## src/rtl/alu_muldiv_pkg.sv

```systemverilog
// -----------------------------------------------------------------------------
// alu_muldiv_pkg
// Shared definitions for the ALU and its multiply/divide unit: the main ALU
// operation codes, the multiply/divide operation codes carried on md_op and
// the state encoding of the multiply/divide sequencer.
// No ports (package).
// -----------------------------------------------------------------------------
package alu_muldiv_pkg;

    // Main ALU operation codes.
    typedef enum logic [3:0] {
        ALU_ADD  = 4'd0,
        ALU_SUB  = 4'd1,
        ALU_AND  = 4'd2,
        ALU_OR   = 4'd3,
        ALU_XOR  = 4'd4,
        ALU_NOR  = 4'd5,
        ALU_SLT  = 4'd6,
        ALU_SLTU = 4'd7,
        ALU_SLL  = 4'd8,
        ALU_SRL  = 4'd9,
        ALU_SRA  = 4'd10
    } alu_op_e;

    // Multiply/divide unit operation codes (md_op).
    typedef enum logic [2:0] {
        MD_MULT  = 3'd0,
        MD_MULTU = 3'd1,
        MD_DIV   = 3'd2,
        MD_DIVU  = 3'd3,
        MD_MTHI  = 3'd4,
        MD_MTLO  = 3'd5
    } md_op_e;

    // Multiply/divide sequencer states.
    typedef enum logic [1:0] {
        ST_IDLE = 2'd0,
        ST_MUL  = 2'd1,
        ST_DIV  = 2'd2,
        ST_FIX  = 2'd3
    } md_state_e;

endpackage

```

## src/rtl/div_iter.sv

```systemverilog
// -----------------------------------------------------------------------------
// div_iter
// Iterative restoring divider working on operand magnitudes, one quotient bit
// per clock. The first bit is produced on the loading edge, so valid rises
// WIDTH-1 cycles after start and the result holds until the next start.
// Signs are applied to the outputs combinationally.
// Ports:
//   clk, rst_n          clock, asynchronous active-low reset
//   start               load operands and begin (ignored while kill is high)
//   kill                abandon the division in progress
//   is_signed           operands are two's complement
//   dividend, divisor   operands, sampled on start (divisor must be non-zero)
//   quotient, remainder signed/unsigned result, meaningful while valid
//   valid               result ready
// -----------------------------------------------------------------------------
module div_iter #(
    parameter int WIDTH = 32
) (
    input  logic             clk,
    input  logic             rst_n,
    input  logic             start,
    input  logic             kill,
    input  logic             is_signed,
    input  logic [WIDTH-1:0] dividend,
    input  logic [WIDTH-1:0] divisor,
    output logic [WIDTH-1:0] quotient,
    output logic [WIDTH-1:0] remainder,
    output logic             valid
);

    localparam int CW = $clog2(WIDTH);

    logic [WIDTH-1:0] rem_q, quo_q, dvs_q;
    logic [CW-1:0]    cnt_q;
    logic             run_q, q_neg_q, r_neg_q;

    logic             a_neg, b_neg;
    logic [WIDTH-1:0] mag_a, mag_b;

    always_comb begin
        a_neg = is_signed && dividend[WIDTH-1];
        b_neg = is_signed && divisor[WIDTH-1];
        mag_a = a_neg ? -dividend : dividend;
        mag_b = b_neg ? -divisor  : divisor;
    end

    // One restoring step: shift the next dividend bit into the partial
    // remainder and subtract the divisor if it fits. The dividend bits are
    // consumed from the top of quo while quotient bits enter at the bottom.
    function automatic logic [2*WIDTH-1:0] div_step(input logic [WIDTH-1:0] rem,
                                                    input logic [WIDTH-1:0] quo,
                                                    input logic [WIDTH-1:0] dvs);
        logic [WIDTH:0] shifted;
        logic [WIDTH:0] trial;
        shifted = {rem, quo[WIDTH-1]};
        trial   = shifted - {1'b0, dvs};
        if (trial[WIDTH])
            return {shifted[WIDTH-1:0], quo[WIDTH-2:0], 1'b0};
        else
            return {trial[WIDTH-1:0], quo[WIDTH-2:0], 1'b1};
    endfunction

    always_ff @(posedge clk or negedge rst_n) begin
        if (!rst_n) begin
            rem_q   <= '0;
            quo_q   <= '0;
            dvs_q   <= '0;
            cnt_q   <= '0;
            run_q   <= 1'b0;
            q_neg_q <= 1'b0;
            r_neg_q <= 1'b0;
        end else if (kill) begin
            run_q <= 1'b0;
        end else if (start) begin
            {rem_q, quo_q} <= div_step('0, mag_a, mag_b);
            dvs_q          <= mag_b;
            cnt_q          <= CW'(WIDTH - 1);
            run_q          <= 1'b1;
            q_neg_q        <= a_neg ^ b_neg;
            r_neg_q        <= a_neg;
        end else if (run_q && cnt_q != '0) begin
            {rem_q, quo_q} <= div_step(rem_q, quo_q, dvs_q);
            cnt_q          <= cnt_q - CW'(1);
        end
    end

    // Most-negative / -1 needs no special case: the magnitude quotient is
    // 2^(WIDTH-1), which is already the required bit pattern.
    assign quotient  = q_neg_q ? -quo_q : quo_q;
    assign remainder = r_neg_q ? -rem_q : rem_q;
    assign valid     = run_q && (cnt_q == '0);

endmodule

```

## src/rtl/alu_muldiv.sv

```systemverilog
// -----------------------------------------------------------------------------
// alu_muldiv
// Multiply/divide unit with architectural HI/LO registers. Multiplies finish
// MUL_LAT cycles after acceptance. When ALU_DIV_EN is defined an iterative
// divider (div_iter) is included; otherwise DIV/DIVU complete after one cycle
// without touching HI/LO.
// Configuration macro: ALU_DIV_EN (divider and FIX state present).
// Ports:
//   clk, rst_n     clock, asynchronous active-low reset
//   start, md_op   request and operation, sampled only when idle
//   a, b           operands (MTHI/MTLO write a)
//   cancel         flush the operation in flight; blocks a new start
//   busy           operation in flight
//   done           one-cycle completion pulse
//   hi, lo         architectural HI/LO registers
//   div_by_zero    pulses with done when a divide had a zero divisor
// -----------------------------------------------------------------------------
module alu_muldiv
    import alu_muldiv_pkg::*;
#(
    parameter int WIDTH   = 32,
    parameter int MUL_LAT = 2
) (
    input  logic             clk,
    input  logic             rst_n,
    input  logic             start,
    input  logic [2:0]       md_op,
    input  logic [WIDTH-1:0] a,
    input  logic [WIDTH-1:0] b,
    input  logic             cancel,
    output logic             busy,
    output logic             done,
    output logic [WIDTH-1:0] hi,
    output logic [WIDTH-1:0] lo,
    output logic             div_by_zero
);

    md_state_e        state_q;
    logic [WIDTH-1:0] a_q, b_q, hi_q, lo_q;
    logic             mul_signed_q;
    logic [1:0]       mul_cnt_q;
    logic             busy_q, done_q, dbz_q;

    md_op_e op;
    logic   accept;

    assign op     = md_op_e'(md_op);
    assign accept = (state_q == ST_IDLE) && start && !cancel;

    // Inline multiplier: both operands extended to the full product width so
    // a single truncated multiply yields the signed or unsigned product.
    logic [2*WIDTH-1:0] ext_a, ext_b, mul_prod;

    always_comb begin
        ext_a    = mul_signed_q ? {{WIDTH{a_q[WIDTH-1]}}, a_q} : {{WIDTH{1'b0}}, a_q};
        ext_b    = mul_signed_q ? {{WIDTH{b_q[WIDTH-1]}}, b_q} : {{WIDTH{1'b0}}, b_q};
        mul_prod = ext_a * ext_b;
    end

`ifdef ALU_DIV_EN
    logic             div_start, div_valid, zero_div_q;
    logic [WIDTH-1:0] div_quo, div_rem;

    assign div_start = accept && (op == MD_DIV || op == MD_DIVU) && (b != '0);

    div_iter #(.WIDTH(WIDTH)) u_div_iter (
        .clk       (clk),
        .rst_n     (rst_n),
        .start     (div_start),
        .kill      (cancel),
        .is_signed (op == MD_DIV),
        .dividend  (a),
        .divisor   (b),
        .quotient  (div_quo),
        .remainder (div_rem),
        .valid     (div_valid)
    );
`endif

    // NOTE: every register in this process, including the HI/LO datapath,
    // is reset, because reset must clear the architectural registers too.
    always_ff @(posedge clk or negedge rst_n) begin
        if (!rst_n) begin
            state_q      <= ST_IDLE;
            a_q          <= '0;
            b_q          <= '0;
            hi_q         <= '0;
            lo_q         <= '0;
            mul_signed_q <= 1'b0;
            mul_cnt_q    <= '0;
            busy_q       <= 1'b0;
            done_q       <= 1'b0;
            dbz_q        <= 1'b0;
`ifdef ALU_DIV_EN
            zero_div_q   <= 1'b0;
`endif
        end else begin
            // NOTE: non-blocking assignments throughout; the defaults below
            // make done/div_by_zero single-cycle pulses.
            done_q <= 1'b0;
            dbz_q  <= 1'b0;

            if (state_q != ST_IDLE && cancel) begin
                // A flush wins over a completion due on the same edge.
                state_q <= ST_IDLE;
                busy_q  <= 1'b0;
            end else begin
                case (state_q)
                    ST_IDLE: begin
                        if (accept) begin
                            case (op)
                                MD_MULT, MD_MULTU: begin
                                    a_q          <= a;
                                    b_q          <= b;
                                    mul_signed_q <= (op == MD_MULT);
                                    mul_cnt_q    <= 2'(MUL_LAT - 1);
                                    state_q      <= ST_MUL;
                                    busy_q       <= 1'b1;
                                end
                                MD_DIV, MD_DIVU: begin
`ifdef ALU_DIV_EN
                                    zero_div_q <= (b == '0);
`endif
                                    state_q    <= ST_DIV;
                                    busy_q     <= 1'b1;
                                end
                                MD_MTHI: hi_q <= a;
                                MD_MTLO: lo_q <= a;
                                default: ;
                            endcase
                        end
                    end
                    ST_MUL: begin
                        if (mul_cnt_q == 2'd0) begin
                            hi_q    <= mul_prod[2*WIDTH-1:WIDTH];
                            lo_q    <= mul_prod[WIDTH-1:0];
                            done_q  <= 1'b1;
                            busy_q  <= 1'b0;
                            state_q <= ST_IDLE;
                        end else begin
                            mul_cnt_q <= mul_cnt_q - 2'd1;
                        end
                    end
                    ST_DIV: begin
`ifdef ALU_DIV_EN
                        if (zero_div_q) begin
                            done_q  <= 1'b1;
                            dbz_q   <= 1'b1;
                            busy_q  <= 1'b0;
                            state_q <= ST_IDLE;
                        end else if (div_valid) begin
                            state_q <= ST_FIX;
                        end
`else
                        // No divider: complete at once, HI/LO untouched.
                        done_q  <= 1'b1;
                        busy_q  <= 1'b0;
                        state_q <= ST_IDLE;
`endif
                    end
                    ST_FIX: begin
`ifdef ALU_DIV_EN
                        hi_q   <= div_rem;
                        lo_q   <= div_quo;
                        done_q <= 1'b1;
`endif
                        busy_q  <= 1'b0;
                        state_q <= ST_IDLE;
                    end
                    default: state_q <= ST_IDLE;
                endcase
            end
        end
    end

    assign busy        = busy_q;
    assign done        = done_q;
    assign hi          = hi_q;
    assign lo          = lo_q;
    assign div_by_zero = dbz_q;

endmodule
```

## config.mk

```make
export PLATFORM = sky130hd
export DESIGN_NAME = alu_muldiv
export DESIGN_NICKNAME = d
export VERILOG_FILES = /design/src/rtl/alu_muldiv_pkg.sv /design/src/rtl/div_iter.sv /design/src/rtl/alu_muldiv.sv
export SDC_FILE = /design/constraint.sdc
export NUM_CORES = 2
export LEC_CHECK = 0
export ABC_AREA = 1
export BUFFER_PORTS_ARGS = -buffer_cell sky130_fd_sc_hd__buf_2
export CELL_PAD_IN_SITES_DETAIL_PLACEMENT = 1
export CELL_PAD_IN_SITES_GLOBAL_PLACEMENT = 2
export CORE_UTILIZATION = 44
export CTS_CLUSTER_SIZE = 14
export DETAILED_ROUTE_END_ITERATION = 7
export PLACE_DENSITY = 0.89
export SLEW_MARGIN = 20
export SYNTH_ARGS = -nofsm -noshare
export SYNTH_HDL_FRONTEND = slang
export SYNTH_SLANG_ARGS = --single-unit
export TNS_END_PERCENT = 5
```

## constraint.sdc

```tcl
create_clock -name clk -period 16.59 [get_ports clk]
set_input_delay 3.318 -clock clk [delete_from_list [all_inputs] [get_ports clk]]
set_output_delay 3.318 -clock clk [all_outputs]
set_load 0.005 [all_outputs]
```

# Word level (Yosys, flattened, before mapping)
# Index checks and enable logic that the tools add are counted.
# classes
div	0
magnitude_cmp	0
add_sub_neg	1
reduce_logical	19
n_shift	0
n_bitwise	1
n_eq_ne	18
muxes	27
mul	1
# ops
op	n
2-to-1 mux 32 bit	6
2-to-1 mux 64 bit	2
one-hot mux 32 bit (2 select lines)	2
multiplier 64 x 64 -> 64 bit	1
AND reduction 5 bit	3
2-to-1 mux 2 bit	6
one-hot mux 2 bit (2 select lines)	2
== test 3 x 2 -> 1 bit, second input constant	2
== test 3 bit, second input constant	2
2-to-1 mux 1 bit	6
inequality test 2 x 1 -> 1 bit, second input constant	3
inequality test 2 bit, second input constant	3
inequality test 3 x 2 -> 1 bit, second input constant	2
one-hot mux 2 bit (3 select lines)	1
AND reduction 3 bit	2
OR reduction 2 bit	3
== test 2 bit, second input constant	2
logical NOT 2 bit	2
inequality test 4 x 1 -> 1 bit, second input constant	1
AND reduction 4 bit	1
nonzero test 2 bit	2
OR reduction 4 bit	1
== test 3 x 1 -> 1 bit, second input constant	1
logical AND 1 bit	3
other kinds (8)	8
# word_totals
latchBits	0
mem_bits_ro	0
ram_bits	0
word_cells	76
out_inout_bits	67
register_bits	135
mem_count	0
input_bits	71

# Depth between registers and ports, before layout
# logic_depth
ltp_word	6
mapped_depth	40
ltp_nobuf	39

# Worst setup path after synthesis
# Ideal clock, no wire load.
# synth_timing
path_kind	reg-to-reg
from	register a_q[31]
to	register hi_q[31], in the netlist hi[31]
arrival_ns	8.577
path_stages_with_launch	35
path_buffers	2
setup_time_ns	0.077
synth_period_minus_slack_ns	8.655
slack_ns	7.935
t_required_ns	16.513
path_cell_list	dfrtp_1 -> buf_2 -> nand2_2 -> inv_2 -> buf_1 -> nand2_1 -> inv_1 -> fa_1 -> inv_1 -> fa_1 -> inv_1 -> fa_1 -> inv_1 -> fa_1 -> inv_1 -> fa_1 -> fa_1 -> fa_1 -> inv_1 -> fa_1 -> inv_1 -> fa_1 -> inv_1 -> fa_1 -> inv_1 -> ha_1 -> nand2_1 -> nor3_1 -> nand2_1 -> nor2_1 -> and3_1 -> a21oi_1 -> nand3_1 -> nand3_1 -> a21oi_1
# synth_between
elab_chain_len	4
# synth_rtl
element	line_no	source
start, declared	alu_muldiv.sv:39	logic [WIDTH-1:0] a_q, b_q, hi_q, lo_q;
start signal, assigned	alu_muldiv.sv:85	a_q <= '0;
start signal, assigned	alu_muldiv.sv:113	a_q <= a;
2-to-1 mux 64 bit	alu_muldiv.sv:55	ext_a = mul_signed_q ? {{WIDTH{a_q[WIDTH-1]}}, a_q} : {{WIDTH{1'b0}}, a_q};
multiplier 64 x 64 -> 64 bit	alu_muldiv.sv:57	mul_prod = ext_a * ext_b;
2-to-1 mux 32 bit	alu_muldiv.sv:134	if (mul_cnt_q == 2'd0) begin
one-hot mux 32 bit (2 select lines)	alu_muldiv.sv:108	case (state_q)
end signal, assigned	alu_muldiv.sv:135	hi_q <= mul_prod[2*WIDTH-1:WIDTH];
end, declared	alu_muldiv.sv:39	
# Every way passes these cells. The select of a mux whose other input is x is not followed.
# A chain may end at the register's enable or synchronous reset.

# Final worst setup path
# layout_timing
from	register mul_signed_q
to	register hi_q[20], in the netlist hi[20]
# layout_between
elab_chain_len	4
elab_cells_between_ends	5
classes_between	mul: 1; mux: 4
# layout_rtl
element	line_no	source
start, declared	alu_muldiv.sv:40	logic mul_signed_q;
start signal, assigned	alu_muldiv.sv:115	mul_signed_q <= (op == MD_MULT);
2-to-1 mux 64 bit (on tied branches)	alu_muldiv.sv:55, alu_muldiv.sv:56	
multiplier 64 x 64 -> 64 bit (*)	alu_muldiv.sv:57	
2-to-1 mux 32 bit (*)	alu_muldiv.sv:134	
one-hot mux 32 bit (2 select lines) (*)	alu_muldiv.sv:108	
# Every way passes the cells marked *; elsewhere a longest branch is shown, timed or not. The select of a mux whose other input is x is not followed.

==> summary.md <==
| Metric | Value |
|---|---|
| CP dominant cell by count | `sky130_fd_sc_hd__fa_1` |
| Library cell with the highest instance count after synthesis | `sky130_fd_sc_hd__inv_1` |
| Die Y | `358.0 µm` |
| Setup violations, final | `0` |
| Vias/cell | `5.161` |
| Post-detailed-route DRC marker count | `0` |
| Worst max-slew margin expressed relative to the limit | `0.3080` |
| Slew at the pin closest to its max-slew limit | `1.034 ns` |
| Area growth, synth to finish | `5.029%` |
| # nets final | `8517` |
| Post-CTS setup buffers | `0` |
| Mapped cell area | `55780 µm²` |
| Remaining antenna violation count | `0` |
| Worst min path class | `register to register` |
| Post-Syn Instances | `6777` |
| Clock latency reported for the late side of the worst-skew pair | `0.57 ns` |
| Final cycle utilization of the critical path | `0.6083` |
| Clock Root Buffer | `sky130_fd_sc_hd__clkbuf_16` |
| Post-detail-place hpwl | `169500 µm` |
| Number of H-tree levels | `4` |
| Async set-reset flop share out of synthesis | `1.000` |
| Crit path capture type | `register` |
| Stage delay of the slowest cell on the critical path | `0.82 ns` |
| Detailed Route WL | `202300 µm` |
| Biggest area contributors in the synthesized netlist | `sky130_fd_sc_hd__fa_1, sky130_fd_sc_hd__inv_1, sky130_fd_sc_hd__nand2_1` |
| Top cell type's share of synthesized area | `0.5093` |
| Clock input transition at the sequential cells of the worst setup and hold paths | `0.07 ns` |
| Width of the die | `358.0 µm` |
| Pin count of the biggest net entering global routing | `74` |
| Placement Rows | `130` |
| Clock tree skew after final layout | `0.04996 ns` |
| First-pass iteration count of the detailed router | `7` |
| IO Count | `138` |
| Cell type contributing the most total cell area after synthesis | `sky130_fd_sc_hd__fa_1` |
| Number of DRC violations after detailed-routing iteration 0 | `2990` |
| Type of the setup path with the least slack | `register to register` |
| Status | `finished, final reports clean` |
| Minimum setup slack among reg-to-reg paths | `6.50 ns` |
| Count of distinct cell types in the synthesized netlist | `55` |
| Initial core utilization | `0.4436` |
| Number of max-cap violations | `0` |
| Total global routing track utilization | `0.3320` |
| Post_cts resized | `0` |
| Critical path fanouts, max | `27` |
| CTS tree | `yes` |
| Post-synthesis average cell area | `8.231 µm²` |
| Worst Slack Setup Final | `6.498 ns` |
| Total of buffers placed on input and output ports | `136` |
| Hold depth | `1` |
| Most used flip-flop cell after synthesis | `sky130_fd_sc_hd__dfrtp_1` |
| Fraction of final layout cells sized beyond drive strength 1 | `0.05337` |
| Register area share after synthesis | `0.06057` |
| Total CTS buffers | `17` |
| Arrival time at the worst endpoint | `10.54 ns` |
| Peak clock frequency supported by timing | `99.09 MHz` |
| Number of buffers inserted by hold repair at cts | `0` |
| Commonest cells in the synthesized netlist | `sky130_fd_sc_hd__inv_1, sky130_fd_sc_hd__nand2_1, sky130_fd_sc_hd__fa_1` |
| Max Root-Sink Buffers | `2` |
| Number of synthesis warnings | `0` |
| EDFF count, synth | `0` |
| Last weighted congestion value of the routability-driven placer | `0.9979` |
| Cell depth of the worst flop-to-flop path | `31` |
| Clock tree sinks | `135` |
| Wire length of the first global-routing pass | `309900 µm` |
| Net Count, Synth | `8580` |
| Post-route minimum period | `10.09 ns` |
| Standard cell with the maximum stage delay on the critical path | `sky130_fd_sc_hd__fa_1` |
| Total global routing overflow | `0` |
| Setup repair after global routing missed its margin | `no` |
| Floorplan die area | `128200 µm²` |
| Via count of the first global-routing pass | `49.09k` |
| Placeable core region | `125700 µm²` |
| Placement Setup Slack | `6.605 ns` |
| Final-report hold violation count | `0` |
| Total negative setup slack | `0 ns` |
| Initial antenna violation count | `7` |
| Startpoint types | `register` |
| Worst endpoint required time | `17.04 ns` |
| Vias | `43.24k` |
| Max-slew violation total from the final report | `0` |
| Post-synthesis sequential element count | `135` |
| Detailed-route wire length per cell | `24.14 µm` |
-- cell type report --
cell class	instances	area, µm²
fill	15212	67150
multi-input combinational	4040	42610
inverter	2306	8656
sequential	135	3391
tap	1650	2064
timing repair buffer	214	1272
clock buffer	17	425.4
clock inverter	15	165.2
antenna	1	2.502
-- worst paths after layout --
kind	from	endpoint
min reg2reg	lo[1]	lo[1]
max in group asynchronous	rst_n	hi[10]
min in group asynchronous	rst_n	b_q[15]
max	mul_signed_q	hi[20]
min	lo[1]	lo[1]
max reg2reg	mul_signed_q	hi[20]
-- routing by layer --
metal,GRT usage,vias up,wire (µm)
met3,0.03868,221,12250
met2,0.5492,1288,97070
met1,0.4656,23126,87860
met5,0,-,7
li1,-,18599,-
met4,0.08179,2,5088
-- cells by family (layout without fill, tap and decap cells) --
| group | after synthesis | count (layout) | share of synthesized area |
|---|---|---|---|
| compound gates | 347 | 347 | 0.03775 |
| mux | 31 | 31 | 0.006258 |
| other cells | 1 | 2 | 0.00006723 |
| buf+inv | 2602 | 2552 | 0.1757 |
| simple gates | 1902 | 1902 | 0.1358 |
| flops | 135 | 135 | 0.06057 |
| fa+ha+maj | 1732 | 1732 | 0.5795 |
| xor+xnor | 27 | 27 | 0.004374 |
-- cell usage in the layout (no fill, tap or decap), drive strengths merged, types with 3 or more instances in the layout --
cell type	Yosys	final
a21boi	15	15
a21o	10	10
a21oi	119	119
a2bb2oi	32	32
a31oi	11	11
and3	3	3
buf	21	214
clkbuf	275	17
clkinv	0	7
dfrtp	135	135
fa	1419	1419
ha	313	313
inv	2306	2312
mux2	31	31
nand2	1429	1429
nand3	107	107
nand3b	13	13
nand4	10	10
nor2	291	291
nor3	12	12
nor4	3	3
o2111ai	3	3
o211ai	7	7
o21a	18	18
o21ai	115	115
o21bai	9	9
or2	34	34
xnor2	14	14
xor2	13	13
-- critical path, delay by kind of cell, from the launching register on --
| family | cells | cell delay (ns) |
|---|---|---|
| flip-flops | 1 | 0.43 |
| buffers and inverters | 8 | 1.34 |
| AO/OA/AOI/OAI | 1 | 0.21 |
| adder cells (fa/ha/maj) | 11 | 6.16 |
| AND/OR/NAND/NOR | 11 | 1.86 |
-- per-stage QoR --
step | hold slack [ns] | area [µm²] | std cells | utilization
final | 0.4934 | 58580 | 8378 | 0.4659
after global routing | 0.5162 | 58580 | 8377 | 0.4659
after CTS | 0.4942 | 58580 | 8377 | 0.4659
after detailed placement | 0.4780 | 57990 | 8345 | 0.4612
after global placement | 0.4670 | 57990 | 8345 | 0.4612
after floorplan | 0.4654 | 55780 | 6777 | -
-- state kept, by name, summed over array words and instances (netlist names) --
name          flops
a_q              32
b_q              32
busy              1
done              1
hi               32
lo               32
mul_cnt_q         2
mul_signed_q      1
state_q           2
Power is left out: the tool's default activity adds up to more than one toggle a clock period on the data nets, which glitch-free logic cannot reach.
